==> config.mk <==
export PLATFORM = sky130hd
export DESIGN_NAME = demux_rr_ctrl
export DESIGN_NICKNAME = d
export VERILOG_FILES = /design/src/rtl/demux_rr_ctrl.sv
export SDC_FILE = /design/constraint.sdc
export NUM_CORES = 1
export LEC_CHECK = 0
export BUFFER_PORTS_ARGS = -buffer_cell sky130_fd_sc_hd__buf_2
export CAP_MARGIN = 20
export CORE_MARGIN = 2
export CORE_UTILIZATION = 55
export DETAILED_ROUTE_END_ITERATION = 16
export PLACE_DENSITY = 0.81
export RECOVER_POWER = 100
export SLEW_MARGIN = 20
export SYNTH_ARGS = -nofsm -noshare
export SYNTH_HDL_FRONTEND = slang
export SYNTH_SLANG_ARGS = --single-unit
==> constraint.sdc <==
create_clock -name clk -period 4 [get_ports clk]
set_clock_uncertainty 0.15 [all_clocks]
set_input_delay 0.8 -clock clk [delete_from_list [all_inputs] [get_ports clk]]
set_output_delay 0.8 -clock clk [all_outputs]
set_load 0.005 [all_outputs]
==> src/rtl/demux_rr_ctrl.sv <==
`default_nettype none
// ============================================================================
// Module   : demux_rr_ctrl
// Purpose  : Flow-controlled 1:2 demultiplexer controller. A single
//            valid/ready input stream is steered onto two one-beat output
//            buffers (y0, y1). Steering is either round-robin in bursts of
//            BURST beats (mode=0) or fixed by sel_in (mode=1).
// Ports    : clk, rst_n            - clock, async active-low reset
//            mode, sel_in          - routing mode / fixed target channel
//            x_valid/x_ready/x_data- input stream
//            yK_valid/yK_ready/yK_data - output channels (K = 0, 1)
//            s                     - registered current target channel
//            burst_cnt             - beats accepted in the current burst
//            beats0/beats1         - wrapping per-channel accept counters
// Revision : 1.0 - initial release
// ============================================================================
module demux_rr_ctrl #(
    parameter int WIDTH = 8,
    parameter int BURST = 4     // legal range 1..255
) (
    input  logic             clk,
    input  logic             rst_n,
    input  logic             mode,
    input  logic             sel_in,
    input  logic             x_valid,
    input  logic [WIDTH-1:0] x_data,
    output logic             x_ready,
    output logic             y0_valid,
    output logic [WIDTH-1:0] y0_data,
    input  logic             y0_ready,
    output logic             y1_valid,
    output logic [WIDTH-1:0] y1_data,
    input  logic             y1_ready,
    output logic             s,
    output logic [7:0]       burst_cnt,
    output logic [15:0]      beats0,
    output logic [15:0]      beats1
);

    localparam logic [7:0] c_burst_last = 8'(BURST - 1);

    typedef enum logic [0:0] {
        ST_CH0 = 1'b0,
        ST_CH1 = 1'b1
    } state_t;

    state_t           r_state;
    state_t           w_state_nxt;
    logic [7:0]       r_burst_cnt;
    logic [7:0]       w_burst_cnt_nxt;

    logic [1:0]       r_valid;
    logic [WIDTH-1:0] r_data  [2];
    logic [15:0]      r_beats [2];

    logic             w_t;
    logic             w_accept;
    logic [1:0]       w_load;
    logic [1:0]       w_ready;

    // Effective target: sel_in wins immediately in fixed mode, so a mode or
    // select change steers the very beat offered in that cycle.
    assign w_t      = mode ? sel_in : (r_state == ST_CH1);
    assign w_ready  = {y1_ready, y0_ready};

    // Strict routing: only the target's buffer state matters. A full buffer
    // that is being drained this cycle can be refilled in the same cycle.
    assign x_ready  = w_t ? (!r_valid[1] || y1_ready) : (!r_valid[0] || y0_ready);
    assign w_accept = x_valid && x_ready;
    assign w_load   = {w_accept && w_t, w_accept && !w_t};

    // ------------------------------------------------------------------
    // Routing state machine
    // ------------------------------------------------------------------
    always_ff @(posedge clk or negedge rst_n) begin
        if (!rst_n) begin
            r_state     <= ST_CH0;
            r_burst_cnt <= '0;
        end else begin
            r_state     <= w_state_nxt;
            r_burst_cnt <= w_burst_cnt_nxt;
        end
    end

    always_comb begin
        w_state_nxt     = r_state;
        w_burst_cnt_nxt = r_burst_cnt;
        if (mode) begin
            // Fixed mode tracks sel_in and discards any partial burst, so a
            // later return to round-robin starts a fresh burst from s.
            w_state_nxt     = sel_in ? ST_CH1 : ST_CH0;
            w_burst_cnt_nxt = '0;
        end else if (w_accept) begin
            if (r_burst_cnt >= c_burst_last) begin
                w_burst_cnt_nxt = '0;
                unique case (r_state)
                    ST_CH0:  w_state_nxt = ST_CH1;
                    ST_CH1:  w_state_nxt = ST_CH0;
                    default: w_state_nxt = ST_CH0;
                endcase
            end else begin
                w_burst_cnt_nxt = r_burst_cnt + 8'd1;
            end
        end
    end

    // ------------------------------------------------------------------
    // Per-channel one-beat buffers and beat counters
    // ------------------------------------------------------------------
    generate
        for (genvar k = 0; k < 2; k++) begin : g_ch
            always_ff @(posedge clk or negedge rst_n) begin
                if (!rst_n) begin
                    r_valid[k] <= 1'b0;
                    r_data[k]  <= '0;
                    r_beats[k] <= '0;
                end else begin
                    if (w_load[k]) begin
                        r_valid[k] <= 1'b1;
                        r_data[k]  <= x_data;
                        r_beats[k] <= r_beats[k] + 16'd1;
                    end else if (r_valid[k] && w_ready[k]) begin
                        // Data is left as-is after a drain; only valid drops.
                        r_valid[k] <= 1'b0;
                    end
                end
            end
        end
    endgenerate

    assign y0_valid  = r_valid[0];
    assign y1_valid  = r_valid[1];
    assign y0_data   = r_data[0];
    assign y1_data   = r_data[1];
    assign beats0    = r_beats[0];
    assign beats1    = r_beats[1];
    assign s         = (r_state == ST_CH1);
    assign burst_cnt = r_burst_cnt;

endmodule
`default_nettype wire

==> impl_metrics.py <==
metrics = {
    "cells_and_area": {
        "final_area_mm2": 0.00314,
        "fillCellCount": 400,
        "layout-drive-gt1-share": 0.201,
        "diodes": 0,
        "area_growth_pct": 20.4,
        "nets": 347,
    },
    "clock_tree": {
        "clk_latency_ps": 330,
        "h-tree-depth": 3,
        "clk_pin_slew_worst_paths_ps": 60,
        "cts_max_path_buffers": 2,
        "postCtsSetupBuffers": 0,
        "cts_made_buffers": 9,
        "cts_root_buffer": "clkbuf_8",
        "clock_sinks": 59,
        "holdBufCountCts": 0,
        "cts_tree": "built",
        "cts_resized": 0,
    },
    "synth": {
        "synth_top_area_cell": "dfrtp_1",
        "synth_most_common_cell": "nand2_1",
        "synth_edf_count": 0,
        "synth_cells": 249,
        "yosys.area_share.simple": 0.247,
        "synth_top_family_by_area": "simple AND/OR/NAND/NOR gates",
        "syn_area_per_cell_um2": 10.5,
        "ys_warn_count": 0,
        "synth_common_cells": "nand2_1 (68), dfrtp_1 (59), xnor2_1 (19)",
        "synthXorXnorAreaFrac": 0.101,
        "ys_top_cells_by_area": "dfrtp_1 (57%), nand2_1 (9.8%), xnor2_1 (6.4%), xor2_1 (3.7%), nand4_1 (2.9%)",
        "synthMuxAreaShare": 0.0178,
        "synth_compound_area_frac": 0.0317,
        "ys_types": 33,
        "syn_nets": 267,
        "synthArstFlopShare": 1.00,
        "ys_seq_area_frac": 0.566,
        "syn_area_mm2": 0.00261,
        "synthAdderAreaFrac": 0.0144,
        "ys_ff_latch": 59,
        "synth_ff_type": "dfrtp_1",
        "synth.top_cell.area_share": 0.566,
    },
    "critical_path": {
        "crit_chain": "clkbuf_1, mux2_1, nor3_1, nand4_1, xnor2_1",
        "r2r-end": "beats0[13]",
        "cpPeakStageDelay_ps": 1210,
        "cp.arrival_ps": 3170,
        "cp-endpoint": "beats0[13]",
        "critPathSlowestCell": "nor3_1",
        "r2r_cells": 4,
        "path_max_fanout": 14,
        "worst_setup_path_end_kind": "flip-flop",
        "timing.rr.start": "s",
        "required_ps": 4060,
        "startpoint": "mode",
        "crit_path_start_kind": "input port",
        "worstSetupPathType": "input port to flip-flop",
        "rrSetupSlack_ps": 1230,
    },
    "placement": {
        "preCtsSetupSlack_ps": 1300,
        "dpl_cell_area_mm2": 0.00302,
        "port_buffers": 74,
        "gp_congestion": 0.767,
        "dp_hpwl_mm": 3.80,
    },
    "timing": {
        "setup_ws_ps": 895,
        "fmax_ghz": 0.322,
        "finalMaxSlewViolations": 55,
        "setup_viol": 0,
        "hold_ws_ps": 311,
        "rsz0062_at_grt": "false",
        "setup_tns_ps": 0,
        "period_needed_ps": 3110,
        "fin_crit_sh": 0.776,
        "finalHoldViolations": 0,
        "worst_pin_slew_ps": 2070,
        "maxSlewHeadroom": -0.381,
    },
    "floorplanning": {
        "ios": 75,
        "rows": 25,
        "start_util": 0.563,
        "die-area_mm2": 0.00530,
        "die_y_um": 72.8,
        "die_x_um": 72.8,
        "fp.coreArea_mm2": 0.00463,
    },
    "pwr": {
        "seq_power_share": 0.482,
        "powerDensity_mw_per_mm2": 570,
        "switching_share": 0.323,
        "combPwrFrac": 0.232,
        "p_int_mw": 1.21,
        "switchingPower_mw": 0.578,
        "p_leak_nw": 1.64,
        "vdd_ir_drop_max_mv": 0.323,
        "clockPowerShare": 0.286,
    },
    "routing": {
        "via_per_inst": 5.52,
        "wire_per_inst_um": 14.4,
        "num_vias": 2142,
        "drcViolationCount": 0,
        "drt_wl_total_mm": 5.61,
        "drt_first_iter_violations": 124,
        "postRouteAntennaNets": 0,
        "drtPass1Iterations": 4,
    },
    "global_routing": {
        "grt_pass1_vias": 1936,
        "grtUsageTotal": 0.229,
        "antenna_found_initial": 0,
        "grt_pass1_wl_mm": 9.16,
        "overflow": 0,
        "grt_max_degree": 40,
    },
    "status": {
        "status": "complete, but fails checks",
        "violations": "max-capacitance violations, max-slew violations",
    },
    "min_path": {
        "min_path_type": "flip-flop to flip-flop",
        "worstHoldPathCells": 1,
    },
    "job": {
        "max_cap_violations": 2,
    },
}
## cell type report
class | instances | area [um^2] | share of cell area
tap | 54 | 67.6 | 0.0215
clock buffer | 15 | 186 | 0.0594
multi-input combinational | 178 | 1030 | 0.329
inverter | 6 | 22.5 | 0.00718
sequential | 59 | 1480 | 0.470
clock inverter | 1 | 5.00 | 0.00159
timing repair buffer | 75 | 348 | 0.111
## stage by stage
step | util | instances | total power, mW
4_1_cts | 0.693 | 388 | 1.84
2_1_floorplan | - | 249 | 1.10
3_5_place_dp | 0.652 | 372 | 1.32
3_3_place_gp | 0.652 | 372 | 1.31
6_report | 0.678 | 388 | 1.79
5_1_grt | 0.678 | 388 | 1.92
## sequential cells by signal, summed over array words and instances, names as in the netlist
name,count
beats0,16
beats1,16
burst_cnt,8
s,1
y0_data,8
y0_valid,1
y1_data,8
y1_valid,1
## layer usage
layer  GRT usage  wire length, um  vias up
li1            -                -     1008
met1       0.314             2500     1033
met2       0.333             2620       91
met3      0.0746              431       10
met4       0.103               60        0
met5           0                0        -
## placed cells by master (no fill, tap or decap), types with 3 or more instances in the layout
master and instances:
ha_1 3, xnor2_1 19, clkbuf_8 13, clkbuf_1 24, nand4_1 12, buf_2 50, nor2_1 7, and4_1 6
inv_1 6, and3_1 7, xor2_1 11, nor3_1 7, nand2_1 68, dfrtp_1 59, a21oi_1 4, nand3_1 13
## worst max-delay path: cells and delay by family
family | cells | cell delay, ps
xor gates and xnor gates | 1 | 210
and+or+nand+nor | 2 | 1480
muxes | 1 | 470
buffers and inverters | 1 | 200
## power groups by stage
stage | combinational [mW] | sequential (mW) | clock [mW]
after floorplan | 0.237 | 0.865 | 0
after global placement | 0.436 | 0.869 | 0
after detailed placement | 0.455 | 0.867 | 0
after CTS | 0.454 | 0.861 | 0.528
after global routing | 0.477 | 0.886 | 0.554
final | 0.414 | 0.863 | 0.513
## cell families (layout without fill, tap and decap cells)
| logic type | Yosys count | count (layout) |
|---|---|---|
| fa+ha+maj | 3 | 3 |
| buf+inv | 12 | 97 |
| flops | 59 | 59 |
| xor+xnor | 30 | 30 |
| compound gates | 11 | 11 |
| mux | 4 | 4 |
| simple gates | 130 | 130 |
## worst min path at each step
stage               startpoint          to  slack, ps
floorplan           beats1[15]  beats1[15]        310
global placement    beats1[15]  beats1[15]        300
detailed placement  y0_data[0]  y0_data[0]        310
CTS                 beats1[15]  beats1[15]        320
global route        beats1[15]  beats1[15]        330
finish              beats1[15]  beats1[15]        310
Note: power is estimated with default switching activity, not from simulation.
